===== src/rtl/iobus_initiator.sv =====
// iobus_initiator: single-outstanding IO bus master driving MCS-style IO bus cycles from a request port
// Ports:
//   Clk, Reset_n                         clock, asynchronous active-low reset
//   req_valid/req_ready                  request handshake (req_ready high only in IDLE)
//   req_we, req_addr, req_be, req_wdata  request fields, registered on accept
//   rsp_valid/rsp_ready                  response handshake, response held until consumed
//   rsp_rdata, rsp_err                   read data (0 for writes/errors), timeout flag
//   IO_Addr/Read/Write_Strobe            one-cycle strobes at start of bus cycle
//   IO_Address, IO_Byte_Enable,          bus fields, held from strobe until the response
//   IO_Write_Data                        is consumed
//   IO_Read_Data, IO_Ready               responder data and completion pulse
module iobus_initiator #(
    parameter logic [15:0] P_TIMEOUT = 16'd255,
    parameter int          P_TO_W    = 16
) (
    input  logic        Clk,
    input  logic        Reset_n,
    input  logic        req_valid,
    output logic        req_ready,
    input  logic        req_we,
    input  logic [31:0] req_addr,
    input  logic [3:0]  req_be,
    input  logic [31:0] req_wdata,
    output logic        rsp_valid,
    input  logic        rsp_ready,
    output logic [31:0] rsp_rdata,
    output logic        rsp_err,
    output logic        IO_Addr_Strobe,
    output logic        IO_Read_Strobe,
    output logic        IO_Write_Strobe,
    output logic [31:0] IO_Address,
    output logic [3:0]  IO_Byte_Enable,
    output logic [31:0] IO_Write_Data,
    input  logic [31:0] IO_Read_Data,
    input  logic        IO_Ready
);
    typedef enum logic [1:0] {S_IDLE, S_STROBE, S_WAIT, S_RESP} state_t;
    state_t            state;
    logic              we_q;
    logic [P_TO_W-1:0] to_cnt;
    logic              timeout;
    // Gated with Reset_n so every output reads 0 while reset is held.
    assign req_ready = Reset_n && state == S_IDLE;
    // to_cnt counts completed WAIT cycles, so this fires on the P_TIMEOUT-th WAIT cycle.
    assign timeout = (P_TIMEOUT != 16'd0) && (to_cnt == P_TO_W'(P_TIMEOUT - 16'd1));
    always_ff @(posedge Clk or negedge Reset_n) begin
        if (!Reset_n) begin
            state           <= S_IDLE;
            we_q            <= 1'b0;
            to_cnt          <= '0;
            rsp_valid       <= 1'b0;
            rsp_rdata       <= '0;
            rsp_err         <= 1'b0;
            IO_Addr_Strobe  <= 1'b0;
            IO_Read_Strobe  <= 1'b0;
            IO_Write_Strobe <= 1'b0;
            IO_Address      <= '0;
            IO_Byte_Enable  <= '0;
            IO_Write_Data   <= '0;
        end else begin
            case (state)
                S_IDLE: if (req_valid) begin
                    we_q            <= req_we;
                    IO_Address      <= req_addr;
                    IO_Byte_Enable  <= req_be;
                    IO_Write_Data   <= req_we ? req_wdata : '0;
                    IO_Addr_Strobe  <= 1'b1;
                    IO_Read_Strobe  <= !req_we;
                    IO_Write_Strobe <= req_we;
                    state           <= S_STROBE;
                end
                S_STROBE: begin
                    IO_Addr_Strobe  <= 1'b0;
                    IO_Read_Strobe  <= 1'b0;
                    IO_Write_Strobe <= 1'b0;
                    to_cnt          <= '0;
                    state           <= S_WAIT;
                end
                S_WAIT: if (IO_Ready || timeout) begin
                    // IO_Ready takes priority over a timeout in the same cycle.
                    rsp_rdata <= (IO_Ready && !we_q) ? IO_Read_Data : '0;
                    rsp_err   <= !IO_Ready;
                    rsp_valid <= 1'b1;
                    state     <= S_RESP;
                end else begin
                    to_cnt <= to_cnt + 1'b1;
                end
                S_RESP: if (rsp_ready) begin
                    rsp_valid      <= 1'b0;
                    rsp_rdata      <= '0;
                    rsp_err        <= 1'b0;
                    we_q           <= 1'b0;
                    IO_Address     <= '0;
                    IO_Byte_Enable <= '0;
                    IO_Write_Data  <= '0;
                    state          <= S_IDLE;
                end
                default: state <= S_IDLE;
            endcase
        end
    end
endmodule


===== config.mk =====
export PLATFORM = sky130hd
export DESIGN_NAME = iobus_initiator
export DESIGN_NICKNAME = d
export VERILOG_FILES = /design/src/rtl/iobus_initiator.sv
export SDC_FILE = /design/constraint.sdc
export NUM_CORES = 1
export LEC_CHECK = 0
export ABC_AREA = 0
export BUFFER_PORTS_ARGS = -buffer_cell sky130_fd_sc_hd__buf_4
export CAP_MARGIN = 20
export CORE_ASPECT_RATIO = 1.1
export CORE_MARGIN = 2
export CORE_UTILIZATION = 40
export CTS_CLUSTER_DIAMETER = 120
export CTS_CLUSTER_SIZE = 28
export DETAILED_ROUTE_END_ITERATION = 8
export GPL_ROUTABILITY_DRIVEN = 0
export PLACE_DENSITY_LB_ADDON = 0.12
export SLEW_MARGIN = 20
export SYNTH_ARGS = -nofsm -noshare
export SYNTH_HDL_FRONTEND = slang
export SYNTH_SLANG_ARGS = --single-unit

===== constraint.sdc =====
create_clock -name Clk -period 3.7 [get_ports Clk]
set_input_delay 1.11 -clock Clk [delete_from_list [all_inputs] [get_ports Clk]]
set_output_delay 1.11 -clock Clk [all_outputs]
set_load 0.05 [all_outputs]

==> out/qor.txt, run 1 <==
Finished Core Util = 60.45%
Launching point of the worst reg2reg path = state[0]
Die height = 121.2 um
Clock tree from TritonCTS = yes
Buffers inserted by post-CTS timing repair = 0
Fraction of the cycle the final worst path needs = 75.04%
CP max-delay cell = sky130_fd_sc_hd__dfrtp_1
Combinational share of power = 50.3%
Arr. time, crit path = 1.67 ns
Number of antenna violations at the first check in global routing = 0
Synth async-reset ratio = 100.0%
Share of final-layout standard cells stronger than drive strength 1 = 45.17%
Clock network power share = 21.7%
Switching power share of the total = 46.72%
Buffers on Ports = 211
Final Skew = 0.007811 ns
Number of buffers inserted during clock tree synthesis = 17
Worst min path class = flip-flop to flip-flop
Pleak = 0.003771 uW
Overall die area = 0.01340 mm2
Count of flip-flops with a built-in enable after synthesis = 0
Number of instances in the synthesized netlist = 374
Worst-path maximum fanout = 7
Share of the synthesized area in the top cell type = 62.12%
Clock period minus worst slack = 2.777 ns
Cell types with the highest counts after synthesis = 124 x sky130_fd_sc_hd__dfrtp_1, 98 x sky130_fd_sc_hd__a22o_1, 17 x sky130_fd_sc_hd__nand2_1, 11 x sky130_fd_sc_hd__o21ai_0, 10 x sky130_fd_sc_hd__buf_2
Synthesized area = 0.004995 mm2
Number of setup violations in the final report = 0
Number of cells on the worst hold path = 1
ANT nets after route = 0
Hold path startpoint = to_cnt[4]
Total congestion overflow = 0
Max-Slew Margin vs Limit = 33.73%
Final Hold Violating Endpoints = 0
Cell chain of the critical path = inv_1 > ha_1 > and2_1 > buf_4
Worst Hold Slack = 0.4768 ns
Num rows = 42
Post-CTS Hold Buffers = 0
Synth Net Count = 487
Largest net degree at the start of global routing = 84
Reg2Reg Setup Slack = 1.38 ns
Average routed wire per standard cell = 18.21 um
Buffering stage count on the worst path with inverters included = 2
Detailed router's first-iteration violation count = 191
Wire length after detailed routing = 13730 um
Sink of the worst hold path = to_cnt[4]
Slew @ Worst Pin = 0.9899 ns
Sequential Power Share = 28.0%
Synth unique cells = 47
Biggest cell delay along the critical path = 0.40 ns
Number of maximum-capacitance violations = 0
Horizontal die dimension = 110.5 um
Yosys top cell by area = sky130_fd_sc_hd__dfrtp_1
Net switching power of the design = 3699 uW
Flip-flop and latch count after synthesis = 124
ANT cells = 0
Clock insertion delay at the later pin of the skew report = 0.41 ns
Internal Dissipation = 4218 uW
Top post-synthesis cells by area = sky130_fd_sc_hd__dfrtp_1 62%, sky130_fd_sc_hd__a22o_1 17%, sky130_fd_sc_hd__buf_6 1.8%
Crit start category = flip-flop
Critical path class = flip-flop to output pin
Most repeated cell in the gate-level netlist after synthesis = sky130_fd_sc_hd__dfrtp_1
Number of cells in the finished layout apart from fillers = 754
CTS root buffer = sky130_fd_sc_hd__clkbuf_16
Maximum resistive drop on vdd = 0.0006128 V
Outcome = finished, final reports clean
DP HPWL = 9539 um
Main synth FF type = sky130_fd_sc_hd__dfrtp_1
Overall fraction of global-route tracks in use = 20.68%
Placed insts = 722
Clock slew seen by the registers of the worst setup and hold paths = 0.06 ns
DRC violation count after routing = 0
Initial standard-cell utilization of the core = 41.33%
Buffer depth of the longest clock path = 2
Vias per cell = 5.359
Top delay family on crit path = flip-flops
Sequential share of the synthesized area = 62.12%
Unrepaired setup endpoints after global routing = false
Number of global-route vias before repair = 4200
Routed via count = 4041
Yosys warning total = 0
Floorplan core area = 0.01209 mm2
Setup Total Neg Slack = 0 ns
Total power after layout = 7918 uW
Peak clock frequency supported by timing = 360.2 MHz
Count of pins over their slew limit = 0
Post-synthesis average cell area = 13.36 um2
Power per cell area = 1084 mW/mm2
Htree depth = 4
First-pass DRT Iterations = 4
Required time of the critical path = 2.59 ns
First-pass GRT wire length = 21850 um
Layout area overhead = 46.27%
Net total in the final layout = 700
Worst setup EP type = output pin
Resize count post-CTS = 0
Endpoint of the most critical register-to-register path = rsp_rdata[24]
I/O pin count = 212
R2R depth = 6
Number of clock sinks seen by CTS = 124
[how the worst max path moves through the flow]
stage	startpoint	end	slack, ns	cells past startpoint
6_report	state[1]	req_ready	0.92	4
5_1_grt	state[1]	req_ready	0.85	4
4_1_cts	state[0]	req_ready	0.88	4
3_5_place_dp	Reset_n	rsp_rdata[30]	0.96	3
3_3_place_gp	Reset_n	to_cnt[14]	1.01	3
2_1_floorplan	Reset_n	req_ready	1.07	1
[stage by stage]
step | instance area, um2 | worst slack (ns)
after CTS | 7302 | 0.8838
after floorplan | 4995 | 1.068
after global placement | 6684 | 1.006
after global routing | 7306 | 0.8502
after detailed placement | 6684 | 0.9582
final | 7306 | 0.9234
[flip-flops by register name, summed over array words and instances, names as in the netlist]
name	count
to_cnt	16
IO_Addr_Strobe	1
IO_Read_Strobe	1
IO_Write_Data	32
rsp_rdata	32
we_q	1
IO_Write_Strobe	1
IO_Address	32
rsp_valid	1
state	2
IO_Byte_Enable	4
rsp_err	1
[power groups by stage]
stage | combinational, uW | clock, uW | sequential (uW)
2_1_floorplan | 1080 | 0 | 3890
3_3_place_gp | 3970 | 0 | 2210
3_5_place_dp | 4030 | 0 | 2200
4_1_cts | 4030 | 1750 | 2210
5_1_grt | 4170 | 1820 | 2280
6_report | 3980 | 1720 | 2210
[worst reg2reg max path, delay by kind of cell (launching register included)]
kind / cells / cell delay, ns
adders and majority gates: 1 / 0.28
buffers and inverters: 3 / 0.56
DFF: 1 / 0.41
AOI/OAI and AO/OA: 1 / 0.16
and+or+nand+nor: 1 / 0.83
[area by class of cell]
type / count / area, um2
sequential: 124 / 3103
timing repair buffer: 219 / 1648
fill: 991 / 4781
inverter: 8 / 30.03
clock inverter: 13 / 165.2
multi-input combinational: 217 / 1714
tap: 154 / 192.7
clock buffer: 19 / 452.9
[layout by cell type (no fill, tap or decap), types with 3 or more instances in the layout]
cell type and n:
sky130_fd_sc_hd__buf_4 218, sky130_fd_sc_hd__dfrtp_1 124, sky130_fd_sc_hd__a22o_1 98, sky130_fd_sc_hd__nand2_1 17, sky130_fd_sc_hd__clkbuf_16 17, sky130_fd_sc_hd__o21ai_0 11
sky130_fd_sc_hd__inv_1 8, sky130_fd_sc_hd__a21oi_1 8, sky130_fd_sc_hd__nand3_1 7, sky130_fd_sc_hd__ha_1 7, sky130_fd_sc_hd__nor2_1 6, sky130_fd_sc_hd__a21o_1 5
sky130_fd_sc_hd__and2_1 4, sky130_fd_sc_hd__and3_1 4, sky130_fd_sc_hd__o211ai_1 4, sky130_fd_sc_hd__mux2i_1 4, sky130_fd_sc_hd__clkinvlp_4 4, sky130_fd_sc_hd__nand2b_1 3
sky130_fd_sc_hd__o31ai_1 3, sky130_fd_sc_hd__o41ai_1 3, sky130_fd_sc_hd__bufinv_16 3
[routing by layer]
layer / part of all wire [%] / track usage, %
met5: 0 / 0
met4: 1.7 / 6.797
met3: 7.3 / 7.842
met2: 50 / 33.24
met1: 41 / 25.96
[kinds of logic after synthesis]
kind of cell / Yosys count / synth area share [%]
buf+inv: 33 / 4.008
compound gates: 146 / 23.97
simple gates: 59 / 7.114
fa+ha+maj: 7 / 1.753
flops: 124 / 62.12
mux: 5 / 1.027
No activity file was read; power rests on OpenSTA's default activity.
==> inputs of run 2 (changes only) <==
==> constraint.sdc (replaced) <==
create_clock -name Clk -period 2.25 [get_ports Clk]
set_input_delay 0.675 -clock Clk [delete_from_list [all_inputs] [get_ports Clk]]
set_output_delay 0.675 -clock Clk [all_outputs]
set_load 0.05 [all_outputs]
==> run 2 against run 1 <==
Critical path depth stayed put. Clock power is 61% higher. Clock skew shrank 0.00050 ns. Routed wire length down 1.6%. Register-to-register slack got worse by 1.3 ns. Largest cell class unchanged. Die area is the same. Combinational power increased by 67%. Sequential power is 64% higher. Total power increased by 64%.
==> out/qor.txt, run 2 (synthesized netlist as in run 1, its figures left out) <==
Top library cells by usage in the layout, fill and taps aside = 217 x sky130_fd_sc_hd__buf_4, 124 x sky130_fd_sc_hd__dfrtp_1, 98 x sky130_fd_sc_hd__a22o_1
ANT cells = 0
Fraction of the cycle the final worst path needs = 95.23%
Worst setup EP type = output pin
ANT nets after route = 0
Registers with the highest flip-flop counts = IO_Address (32), IO_Write_Data (32), rsp_rdata (32)
Buffers on Ports = 211
Clock tree from TritonCTS = yes
First-pass GRT wire length = 21110 um
Buffering stage count on the worst path with inverters included = 2
# fillers = 989
Cell chain of the critical path = inv_2 > ha_4 > and2_1 > buf_4
Share of final-layout standard cells stronger than drive strength 1 = 44.98%
Sequential standard cell area = 0.003103 mm2
Power per cell area = 1779 mW/mm2
Reg2Reg Setup Slack = 0.12 ns
Buffer depth of the longest clock path = 2
Worst min path class = input pin to async pin
Final Instance Area = 0.007322 mm2
Clock insertion delay at the later pin of the skew report = 0.41 ns
Overall fraction of global-route tracks in use = 20.31%
Overall die area = 0.01340 mm2
Buffers inserted by post-CTS timing repair = 0
Routed via count = 3981
Floorplan core area = 0.01209 mm2
Net total in the final layout = 700
Clock slew seen by the registers of the worst setup and hold paths = 0.05 ns
CTS root buffer = sky130_fd_sc_hd__clkbuf_16
Pleak = 0.003781 uW
Horizontal die dimension = 110.5 um
Average routed wire per standard cell = 17.97 um
Total congestion overflow = 0
Number of clock sinks seen by CTS = 124
Maximum resistive drop on vdd = 0.001073 V
Crit start category = flip-flop
Setup Total Neg Slack = 0 ns
Peak clock frequency supported by timing = 466.7 MHz
Initial standard-cell utilization of the core = 41.33%
Outcome = finished, final reports clean
Unrepaired setup endpoints after global routing = false
Instance area at placement = 0.006709 mm2
Largest net degree at the start of global routing = 125
Count of pins over their slew limit = 0
Slew @ Worst Pin = 0.6604 ns
DP HPWL = 9269 um
Top delay family on crit path = flip-flops
Number of buffers inserted during clock tree synthesis = 17
Number of maximum-capacitance violations = 0
Critical path class = flip-flop to output pin
Required time of the critical path = 1.57 ns
Worst-path maximum fanout = 7
Max-Slew Margin vs Limit = 55.98%
Arr. time, crit path = 1.47 ns
First-pass DRT Iterations = 4
Number of antenna violations at the first check in global routing = 0
DRC violation count after routing = 0
Wire length after detailed routing = 13510 um
Biggest cell delay along the critical path = 0.43 ns
I/O pin count = 212
Die height = 121.2 um
Most common cell after layout, fill and taps aside = sky130_fd_sc_hd__buf_4
Number of setup violations in the final report = 0
Final Hold Violating Endpoints = 0
Htree depth = 4
Detailed router's first-iteration violation count = 199
Layout area overhead = 46.59%
CP max-delay cell = sky130_fd_sc_hd__dfrtp_1
Final Skew = 0.007308 ns
Num rows = 42
Clock period minus worst slack = 2.143 ns
Vias per cell = 5.294
Number of global-route vias before repair = 4014
Area of the multi-input gates = 0.001727 mm2
-- run 2: layer usage --
layer  wire length (um)  GRT usage [%]
met5                  0              0
met4                337          8.906
met3               1142          7.992
met2               6574          31.44
met1               5459          25.39
-- run 2: worst reg2reg max path: cells and delay by family (launching register included) --
family / cells / cell delay [ns]
compound gates: 3 / 0.73
simple gates: 1 / 0.31
buf+inv: 2 / 0.31
flops: 1 / 0.43
fa+ha+maj: 1 / 0.29
-- run 2: report_power, final --
group,switching (uW),internal (uW)
clock network,924,1850
registers,532,3090
logic,4520,2110
-- run 2: layout make-up --
cell class	instances	area share, %
multi-input combinational	217	23.58
timing repair buffer	219	22.80
tap	154	2.632
clock inverter	6	1.487
sequential	124	42.38
inverter	8	0.4101
clock buffer	24	6.716
-- run 2: worst paths after layout --
check                               from           endpoint  depth (start not counted)
setup reg to reg                state[0]         to_cnt[13]                          7
hold reg to reg                to_cnt[4]          to_cnt[4]                          1
min in group Clk           req_wdata[10]  IO_Write_Data[10]                          2
setup / recovery                state[0]          req_ready                          4
hold / removal                   Reset_n  IO_Write_Data[27]                          2
max in group asynchronous        Reset_n         to_cnt[11]                          2
-- run 2: per-stage QoR --
stage	cells	utilization [%]	setup WS, ns	power [uW]	hold WS [ns]
finish	752	60.58	0.1073	13020	0.3897
detailed placement	722	55.51	0.1586	10290	0.4806
floorplan	374	-	0.4136	8169	0.3794
CTS	752	60.58	0.01867	13160	0.4296
global placement	722	55.51	0.2887	10210	0.4622
global route	752	60.58	0.01113	13630	0.4620
-- run 2: repair_timing --
item	4_1_cts	5_1_grt
endpoints found under the setup margin	1	2
gates resized for setup	2	2
hold buffers	0	0
==> inputs of run 3 (changes only) <==
--- a/config.mk
+++ b/config.mk
@@ -5,7 +5,7 @@
 export SDC_FILE = /design/constraint.sdc
 export NUM_CORES = 1
 export LEC_CHECK = 0
-export ABC_AREA = 0
+export ABC_AREA = 1
 export BUFFER_PORTS_ARGS = -buffer_cell sky130_fd_sc_hd__buf_4
 export CAP_MARGIN = 20
 export CORE_ASPECT_RATIO = 1.1
==> run 3 against run 2 <==
Via count is 32% higher. Combinational power is 6.9% higher. Design area is 12% higher. Clock skew is 0.0064 ns higher. Largest cell class unchanged. Routed wire length is 16% higher. Sequential share of layout area is 4.4 points lower. Worst setup slack better by 0.044 ns. Highest routed layer unchanged. First-iteration DRC count is 46% higher. Global-route usage is 0.20 points higher. Hold slack better by 0.013 ns. Sequential power is 3% lower.
==> out/qor.txt, run 3 <==
Floorplan core area = 0.01433 mm2
Clock slew seen by the registers of the worst setup and hold paths = 0.05 ns
Top delay family on crit path = flip-flops
Net total in the final layout = 1042
Total congestion overflow = 0
Post-synthesis average cell area = 8.043 um2
Number of clock sinks seen by CTS = 124
Required time of the critical path = 1.57 ns
Simple-Gate Fraction of Synth Area = 25.50%
Num rows = 46
Arr. time, crit path = 1.42 ns
Largest net degree at the start of global routing = 125
Sequential share of the synthesized area = 53.14%
DP HPWL = 10560 um
Sequential Power Share = 26.5%
Yosys top cell by area = sky130_fd_sc_hd__dfrtp_1
Routed via count = 5264
# fillers = 1324
Number of setup violations in the final report = 0
Overall die area = 0.01558 mm2
Share of the synthesized area in the top cell type = 53.14%
Cell chain of the critical path = inv_1 > ha_1 > nand2_1 > inv_1 > buf_4
Registers with the highest flip-flop counts = IO_Address (32), IO_Write_Data (32), rsp_rdata (32)
Unrepaired setup endpoints after global routing = false
Main synth FF type = sky130_fd_sc_hd__dfrtp_1
Maximum resistive drop on vdd = 0.0007337 V
Most frequent cell on the critical path = sky130_fd_sc_hd__inv_1
Horizontal die dimension = 119.2 um
Initial standard-cell utilization of the core = 40.75%
Setup Total Neg Slack = 0 ns
Buffers on Ports = 211
Count of flip-flops with a built-in enable after synthesis = 0
Buffer depth of the longest clock path = 2
CP max-delay cell = sky130_fd_sc_hd__dfrtp_1
Cell types with the highest counts after synthesis = 164 x sky130_fd_sc_hd__nand2_1, 125 x sky130_fd_sc_hd__inv_1, 124 x sky130_fd_sc_hd__dfrtp_1, 75 x sky130_fd_sc_hd__o21ai_0, 67 x sky130_fd_sc_hd__nor2_1
Synthesized-area fraction occupied by xor and xnor cells = 0.6000%
First-pass GRT wire length = 24970 um
DRC violation count after routing = 0
Final Hold Violating Endpoints = 0
Worst-path maximum fanout = 4
Biggest cell delay along the critical path = 0.41 ns
Average routed wire per standard cell = 13.83 um
Total power after layout = 13270 uW
Power per cell area = 1625 mW/mm2
Net switching power of the design = 6505 uW
Adder and majority cell fraction of the synthesized area = 1.500%
Top post-synthesis cells by area = sky130_fd_sc_hd__dfrtp_1 53%, sky130_fd_sc_hd__nand2_1 11%, sky130_fd_sc_hd__inv_1 8.0%
Slew @ Worst Pin = 0.6477 ns
Number of buffers inserted during clock tree synthesis = 17
Internal Dissipation = 6762 uW
Top library cells by usage in the layout, fill and taps aside = 220 x sky130_fd_sc_hd__buf_4, 164 x sky130_fd_sc_hd__nand2_1, 124 x sky130_fd_sc_hd__dfrtp_1, 124 x sky130_fd_sc_hd__inv_1, 75 x sky130_fd_sc_hd__o21ai_0
Combinational share of power = 53.5%
Switching power share of the total = 49.03%
Htree depth = 4
Number of antenna violations at the first check in global routing = 0
Multiplexer share of the synthesized area = 0%
ANT nets after route = 0
Synth Net Count = 839
Clock tree from TritonCTS = yes
Clock insertion delay at the later pin of the skew report = 0.42 ns
Worst setup EP type = output pin
Yosys warning total = 0
Buffering stage count on the worst path with inverters included = 3
Most repeated cell in the gate-level netlist after synthesis = sky130_fd_sc_hd__nand2_1
Post-CTS Hold Buffers = 0
Most common cell after layout, fill and taps aside = sky130_fd_sc_hd__buf_4
Number of cells in the finished layout apart from fillers = 1134
CTS root buffer = sky130_fd_sc_hd__clkbuf_16
Placed insts = 1102
Peak clock frequency supported by timing = 476.6 MHz
Vias per cell = 4.642
ANT cells = 0
I/O pin count = 212
Buffers inserted by post-CTS timing repair = 0
Crit start category = flip-flop
Main combinational cell family by area after synthesis = simple AND/OR/NAND/NOR gates
First-pass DRT Iterations = 4
Critical path class = flip-flop to output pin
Number of instances in the synthesized netlist = 726
Detailed router's first-iteration violation count = 291
Synth unique cells = 27
Share of final-layout standard cells stronger than drive strength 1 = 27.92%
Wire length after detailed routing = 15680 um
Final Skew = 0.01368 ns
Worst min path class = input pin to async pin
Die height = 130.7 um
Layout area overhead = 39.83%
Flip-flop and latch count after synthesis = 124
Synth async-reset ratio = 100.0%
Outcome = finished, final reports clean
Number of maximum-capacitance violations = 0
Synth Area in Compound Gates = 7.178%
Count of pins over their slew limit = 0
Max-Slew Margin vs Limit = 56.82%
Synthesized area = 0.005839 mm2
Overall fraction of global-route tracks in use = 20.51%
Fraction of the cycle the final worst path needs = 93.26%
Clock period minus worst slack = 2.098 ns
Number of global-route vias before repair = 4840
Resize count post-CTS = 0
Pleak = 0.004383 uW
Clock network power share = 20.0%
run 3: logic make-up after synthesis:
logic type | count (synthesis)
simple gates | 339
buf+inv | 169
flops | 124
compound gates | 83
fa+ha+maj | 7
xor+xnor | 4
run 3: through the flow:
| stage | util [%] | cell area, um2 | worst slack, ns | hold slack [ns] |
|---|---|---|---|---|
| floorplan | - | 5839 | 0.5582 | 0.3794 |
| global placement | 52.97 | 7591 | 0.3645 | 0.4559 |
| detailed placement | 52.97 | 7591 | 0.3050 | 0.4594 |
| CTS | 56.98 | 8165 | 0.1295 | 0.4262 |
| global route | 56.98 | 8165 | 0.04465 | 0.4439 |
| finish | 56.98 | 8165 | 0.1518 | 0.4031 |
run 3: area by class of cell:
| cell class | count | area, um2 | area share, % |
|---|---|---|---|
| timing repair buffer | 224 | 1732 | 21.21 |
| clock inverter | 6 | 85.08 | 1.042 |
| inverter | 129 | 484.2 | 5.930 |
| clock buffer | 26 | 489.2 | 5.991 |
| tap | 192 | 240.2 | 2.942 |
| sequential | 124 | 3103 | 38.00 |
| multi-input combinational | 433 | 2032 | 24.89 |
run 3: worst register-to-register path, stage by stage, from the launching register on:
cell and delay (ns):
sky130_fd_sc_hd__dfrtp_1 0.42, sky130_fd_sc_hd__inv_1 0.10, sky130_fd_sc_hd__ha_1 0.15, sky130_fd_sc_hd__inv_1 0.04, sky130_fd_sc_hd__nor2_1 0.07, sky130_fd_sc_hd__nand2_1 0.07
sky130_fd_sc_hd__nor2_2 0.09, sky130_fd_sc_hd__nand2_2 0.09, sky130_fd_sc_hd__nand2_4 0.19, sky130_fd_sc_hd__nand3_4 0.37, sky130_fd_sc_hd__nand2_1 0.19, sky130_fd_sc_hd__nand2_1 0.07
run 3: final timing paths:
path,from,to,slack [ns],cells after the start
setup / recovery,state[0],req_ready,0.15,5
hold / removal,Reset_n,IO_Addr_Strobe,0.40,2
setup reg to reg,to_cnt[0],rsp_rdata[5],0.31,11
hold reg to reg,rsp_rdata[23],rsp_rdata[23],0.47,2
max in group asynchronous,Reset_n,to_cnt[2],1.39,2
min in group Clk,req_addr[26],IO_Address[26],0.47,3
run 3: power groups by stage:
| stage | combinational (uW) | sequential (uW) | clock (uW) |
|---|---|---|---|
| after floorplan | 2290 | 6170 | 0 |
| after global placement | 7130 | 3540 | 0 |
| after detailed placement | 7150 | 3550 | 0 |
| after CTS | 7160 | 3520 | 2720 |
| after global routing | 7660 | 3630 | 2830 |
| final | 7090 | 3520 | 2650 |
run 3: metal layers:
metal,global-route usage [%],part of all wire [%],vias to the layer above
met5,0,0,-
met4,8.894,2.5,0
met3,6.424,6.6,26
met2,31.24,45,171
met1,27.21,46,2384
li1,-,-,2683
